File: config.mk
export PLATFORM = sky130hd
export DESIGN_NAME = rcv_phy_deframer
export DESIGN_NICKNAME = d
export VERILOG_FILES = /design/src/rtl/rcv_phy_deframer.sv
export SDC_FILE = /design/constraint.sdc
export NUM_CORES = 1
export LEC_CHECK = 0
export CORE_UTILIZATION = 25
export DETAILED_ROUTE_END_ITERATION = 10
export PLACE_DENSITY = 0.56
export REMOVE_ABC_BUFFERS = 1
export SETUP_SLACK_MARGIN = 0.5
export SLEW_MARGIN = 20
export SYNTH_ARGS = -nofsm -noshare
export SYNTH_HDL_FRONTEND = slang
export SYNTH_SLANG_ARGS = --single-unit
export TNS_END_PERCENT = 20
File: constraint.sdc
create_clock -name clk_phy -period 5.5 [get_ports clk_phy]
set_input_delay 1.1 -clock clk_phy [delete_from_list [all_inputs] [get_ports clk_phy]]
set_output_delay 1.1 -clock clk_phy [all_outputs]
set_load 0.02 [all_outputs]
File: src/rtl/rcv_phy_deframer.sv
// Receive PHY deframer: reassembles a lo-nibble-first stream into bytes and
// reports per-frame length/status as a {len, len} control word plus counters.
module rcv_phy_deframer #(
  parameter int MIN_LEN = 64,
  parameter int MAX_LEN = 1518
) (
  input  logic        clk_phy,
  input  logic        reset,
  input  logic [3:0]  phy_rx_data,
  input  logic        phy_rx_en,
  output logic [7:0]  r_data_out,
  output logic        r_data_valid,
  output logic        r_frame_valid,
  output logic        r_frame_err,
  output logic [1:0]  r_err_code,
  output logic [23:0] r_ctrl_out,
  output logic [15:0] r_good_cnt,
  output logic [15:0] r_err_cnt
);

  localparam logic [11:0] MIN_L   = 12'(MIN_LEN);
  localparam logic [11:0] MAX_L   = 12'(MAX_LEN);
  localparam logic [11:0] LEN_SAT = 12'hFFF;

  localparam logic [1:0] CODE_NONE  = 2'b00;
  localparam logic [1:0] CODE_RUNT  = 2'b01;
  localparam logic [1:0] CODE_GIANT = 2'b10;
  localparam logic [1:0] CODE_ODD   = 2'b11;

  typedef enum logic [2:0] {
    WAIT_IDLE,
    IDLE,
    HI,
    LO,
    END
  } state_t;

  state_t      state_reg, state_next;
  logic [3:0]  lo_nib_reg, lo_nib_next;
  logic [11:0] len_reg, len_next;
  logic [7:0]  data_out_reg, data_out_next;
  logic        data_valid_reg, data_valid_next;
  logic        frame_valid_reg, frame_valid_next;
  logic        frame_err_reg, frame_err_next;
  logic [1:0]  err_code_reg, err_code_next;
  logic [23:0] ctrl_reg, ctrl_next;
  logic [15:0] good_cnt_reg, good_cnt_next;
  logic [15:0] err_cnt_reg, err_cnt_next;

  logic        end_now;
  logic        odd_end;
  logic [1:0]  code_c;

  always_comb begin
    state_next       = state_reg;
    lo_nib_next      = lo_nib_reg;
    len_next         = len_reg;
    data_out_next    = data_out_reg;
    data_valid_next  = 1'b0;
    frame_valid_next = 1'b0;
    frame_err_next   = 1'b0;
    err_code_next    = err_code_reg;
    ctrl_next        = ctrl_reg;
    good_cnt_next    = good_cnt_reg;
    err_cnt_next     = err_cnt_reg;
    end_now          = 1'b0;
    odd_end          = 1'b0;
    code_c           = CODE_NONE;

    case (state_reg)
      // Hold off until the line is quiet so a frame already in flight at
      // reset release is ignored rather than half-received.
      WAIT_IDLE: begin
        if (!phy_rx_en) begin
          state_next = IDLE;
        end
      end

      IDLE, END: begin
        if (phy_rx_en) begin
          lo_nib_next = phy_rx_data;
          len_next    = 12'd0;
          state_next  = HI;
        end else begin
          state_next = IDLE;
        end
      end

      HI: begin
        if (phy_rx_en) begin
          data_out_next   = {phy_rx_data, lo_nib_reg};
          data_valid_next = 1'b1;
          if (len_reg != LEN_SAT) begin
            len_next = len_reg + 12'd1;
          end
          state_next = LO;
        end else begin
          end_now    = 1'b1;
          odd_end    = 1'b1;
          state_next = END;
        end
      end

      LO: begin
        if (phy_rx_en) begin
          lo_nib_next = phy_rx_data;
          state_next  = HI;
        end else begin
          end_now    = 1'b1;
          state_next = END;
        end
      end

      default: begin
        state_next = WAIT_IDLE;
      end
    endcase

    // Frame status is resolved on the edge entering END so the pulse, code,
    // control word and updated counter all appear together in the END cycle.
    if (end_now) begin
      if (odd_end) begin
        code_c = CODE_ODD;
      end else if (len_reg < MIN_L) begin
        code_c = CODE_RUNT;
      end else if (len_reg > MAX_L) begin
        code_c = CODE_GIANT;
      end else begin
        code_c = CODE_NONE;
      end

      err_code_next = code_c;
      ctrl_next     = {len_reg, len_reg};

      if (code_c == CODE_NONE) begin
        frame_valid_next = 1'b1;
        good_cnt_next    = good_cnt_reg + 16'd1;
      end else begin
        frame_err_next = 1'b1;
        if (err_cnt_reg != 16'hFFFF) begin
          err_cnt_next = err_cnt_reg + 16'd1;
        end
      end
    end
  end

  always_ff @(posedge clk_phy or negedge reset) begin
    if (!reset) begin
      state_reg       <= WAIT_IDLE;
      lo_nib_reg      <= 4'd0;
      len_reg         <= 12'd0;
      data_out_reg    <= 8'd0;
      data_valid_reg  <= 1'b0;
      frame_valid_reg <= 1'b0;
      frame_err_reg   <= 1'b0;
      err_code_reg    <= 2'd0;
      ctrl_reg        <= 24'd0;
      good_cnt_reg    <= 16'd0;
      err_cnt_reg     <= 16'd0;
    end else begin
      state_reg       <= state_next;
      lo_nib_reg      <= lo_nib_next;
      len_reg         <= len_next;
      data_out_reg    <= data_out_next;
      data_valid_reg  <= data_valid_next;
      frame_valid_reg <= frame_valid_next;
      frame_err_reg   <= frame_err_next;
      err_code_reg    <= err_code_next;
      ctrl_reg        <= ctrl_next;
      good_cnt_reg    <= good_cnt_next;
      err_cnt_reg     <= err_cnt_next;
    end
  end

  assign r_data_out    = data_out_reg;
  assign r_data_valid  = data_valid_reg;
  assign r_frame_valid = frame_valid_reg;
  assign r_frame_err   = frame_err_reg;
  assign r_err_code    = err_code_reg;
  assign r_ctrl_out    = ctrl_reg;
  assign r_good_cnt    = good_cnt_reg;
  assign r_err_cnt     = err_cnt_reg;

endmodule

==> reports/qor.csv <==
metric,value,unit
synthXorXnorAreaFrac,8.43,%
holdBufCountCts,0,
clockBufferDepth,2,
path_class,primary input to register,
max-cap-violations,0,
io_buffer_count,75,
die_height,123,µm
clk_pin_slew,60,ps
nFillCells,1362,
crit_path_max_fanout,21,
fin_nets,405,
rows,43,
initial_core_util,25.9,%
hold_violations,0,
core,0.0140,mm²
cp.arrival,3520,ps
clock_sinks,76,
wl_per_cell,14.0,µm
cts_made_buffers,9,
antenna_found_initial,0,
critPathLaunchType,primary input,
antenna_cells,0,
seq_area_frac_synth,52.3,%
end_kind,register,
status,completed,
fin_crit,3290,ps
wirelength,8.11,mm
grt-ovfl-total,0,
die-area,0.0150,mm²
drv_slew,0,
synth_compound_area_share,7.36,%
synthMuxAreaShare,4.64,%
power.density,361,mW/mm²
stdcell_area,0.00477,mm²
cts_resized,0,
p_leak,2.04,nW
dr.pass1.iters,4,
grt_max_degree,77,
synthArstFlopShare,100,%
slew_headroom,35.6,%
synth_top_family_by_area,simple AND/OR/NAND/NOR gates,
yosys_warnings,0,
worst_slew_pin_slew,965,ps
gp_congestion,0.777,
drc,0,
min_path_type,register to register,
cts_setup_buffers,0,
vias,2668,
synth.largest_area_cell,dfrtp_1,
ys_ff_latch,76,
cp.required,5720,ps
rsz0062_at_grt,no,
clkLatencyLatePin,330,ps
syn_avg_cell_area,10.9,µm²
grt_pass1_vias,2657,
synth_edf_count,0,
die_w,123,µm
dpl_cell_area,0.00446,mm²
min_period_over_period,59.9,%
dpl.hpwl,5.64,mm
yosys.area_share.simple,21.1,%
synth-adder-area-share,1.03,%
viasPerCell,4.60,
synth.top_cell.area_share,52.3,%
ir_drop,155,µV
netlist_instances,333,
grt_pass1_wl,13.5,mm
layout-drive-gt1-share,13.0,%
drt_iter0_drc,221,
fmax,304,MHz
ios,76,
cts_tree,yes,
clock_skew,8.25,ps
synth_cell_types,50,
synthesis.area,0.00364,mm²
synth_area_leaders,"dfrtp_1 (52%), xnor2_1 (4.8%), nand2_1 (4.7%)",
ant_nets,0,
tns,0,ps
setup_viol,0,
area_delta_synth_final,31.2,%
grt_usage,11.6,%
cts-htree-levels,3,
cts_root_buf,clkbuf_16,
synthFlopType,dfrtp_1,
[cell usage after synthesis (all sizes together) (2+ instances only)]
| library cell | number |
|---|---|
| a211oi | 3 |
| a21o | 2 |
| a21oi | 8 |
| a31o | 2 |
| a31oi | 2 |
| and2 | 3 |
| and3 | 8 |
| and4 | 6 |
| buf | 20 |
| clkbuf | 5 |
| dfrtp | 76 |
| ha | 3 |
| inv | 6 |
| mux2 | 15 |
| nand2 | 46 |
| nand2b | 2 |
| nand3 | 12 |
| nand4 | 16 |
| nor2 | 14 |
| nor2b | 2 |
| nor3 | 8 |
| nor3b | 2 |
| nor4 | 9 |
| nor4b | 3 |
| o21ai | 9 |
| or3 | 2 |
| or3b | 2 |
| or4 | 2 |
| xnor2 | 20 |
| xor2 | 15 |
[area by class of cell]
class                      instances  area [µm²]  share of cell area [%]
timing repair buffer              76         756                    15.8
sequential                        76        1900                    39.8
tap                              180         225                    4.72
inverter                           7        31.3                   0.655
multi-input combinational        225        1550                    32.4
clock inverter                     5        60.1                    1.26
clock buffer                      11         253                    5.29
[cells in the final DEF (no fill, tap or decap), drive strengths merged, types with 11 or more instances in the layout]
cell type	instances
dfrtp	76
mux2	15
nand2	46
clkdlybuf4s50	74
xnor2	20
nand4	16
xor2	15
clkbuf	11
nand3	12
nor2	14
[report_power, final]
part / switching (W) / internal [W]
clock: 0.000229 / 0.000377
sequential: 0.0000880 / 0.000646
combinational: 0.000194 / 0.000192
total: 0.000511 / 0.00121
[routing by layer]
metal  share of wire [%]  GRT usage, %  routed length [µm]  vias up
li1                    -             -                   -     1290
met1                  47          15.1                3810     1329
met2                  48          18.4                3930       40
met3                 3.2          3.21                 262        9
met4                 1.3          4.12                 106        0
met5                   0             0                   0        -
[worst max-delay path, cell delays in order]
cell and delay (ps):
clkdlybuf4s50_1 520, or3b_4 550, clkinv_4 180, o211ai_1 190
a21oi_2 560, mux2_2 400
[path summary, 6_finish.rpt]
check                           slack, ps                    endpoint                       start  cells after the start
worst max-delay path                 2210   r_good_cnt[1]$_DFFE_PN0P_                   phy_rx_en                      6
worst min-delay path                  490  r_good_cnt[15]$_DFFE_PN0P_  r_good_cnt[15]$_DFFE_PN0P_                      1
worst max register to register       3030   r_good_cnt[1]$_DFFE_PN0P_    state_reg[2]$_DFFE_PN0P_                      5
worst min register to register        490  r_good_cnt[15]$_DFFE_PN0P_  r_good_cnt[15]$_DFFE_PN0P_                      1
max in group asynchronous            3960  r_ctrl_out[16]$_DFFE_PN0P_                       reset                      1
min in group asynchronous             930   r_err_cnt[13]$_DFFE_PN0P_                       reset                      1
[kinds of logic after synthesis]
| group | Yosys count |
|---|---|
| compound gates | 34 |
| xor+xnor | 35 |
| fa+ha+maj | 3 |
| buf+inv | 32 |
| flops | 76 |
| mux | 15 |
| simple gates | 138 |
[per-stage QoR]
| step | total power [W] | cells | utilization [%] | hold WS (ps) | setup slack (ps) |
|---|---|---|---|---|---|
| detailed placement | 0.00114 | 564 | 31.8 | 482 | 1880 |
| finish | 0.00173 | 580 | 34.0 | 489 | 2210 |
| global placement | 0.00112 | 564 | 31.8 | 472 | 1970 |
| CTS | 0.00175 | 580 | 34.0 | 489 | 2240 |
| floorplan | 0.000930 | 308 | - | 474 | 2770 |
| global route | 0.00182 | 580 | 34.0 | 514 | 2000 |
(Power assumes the default switching activity.)
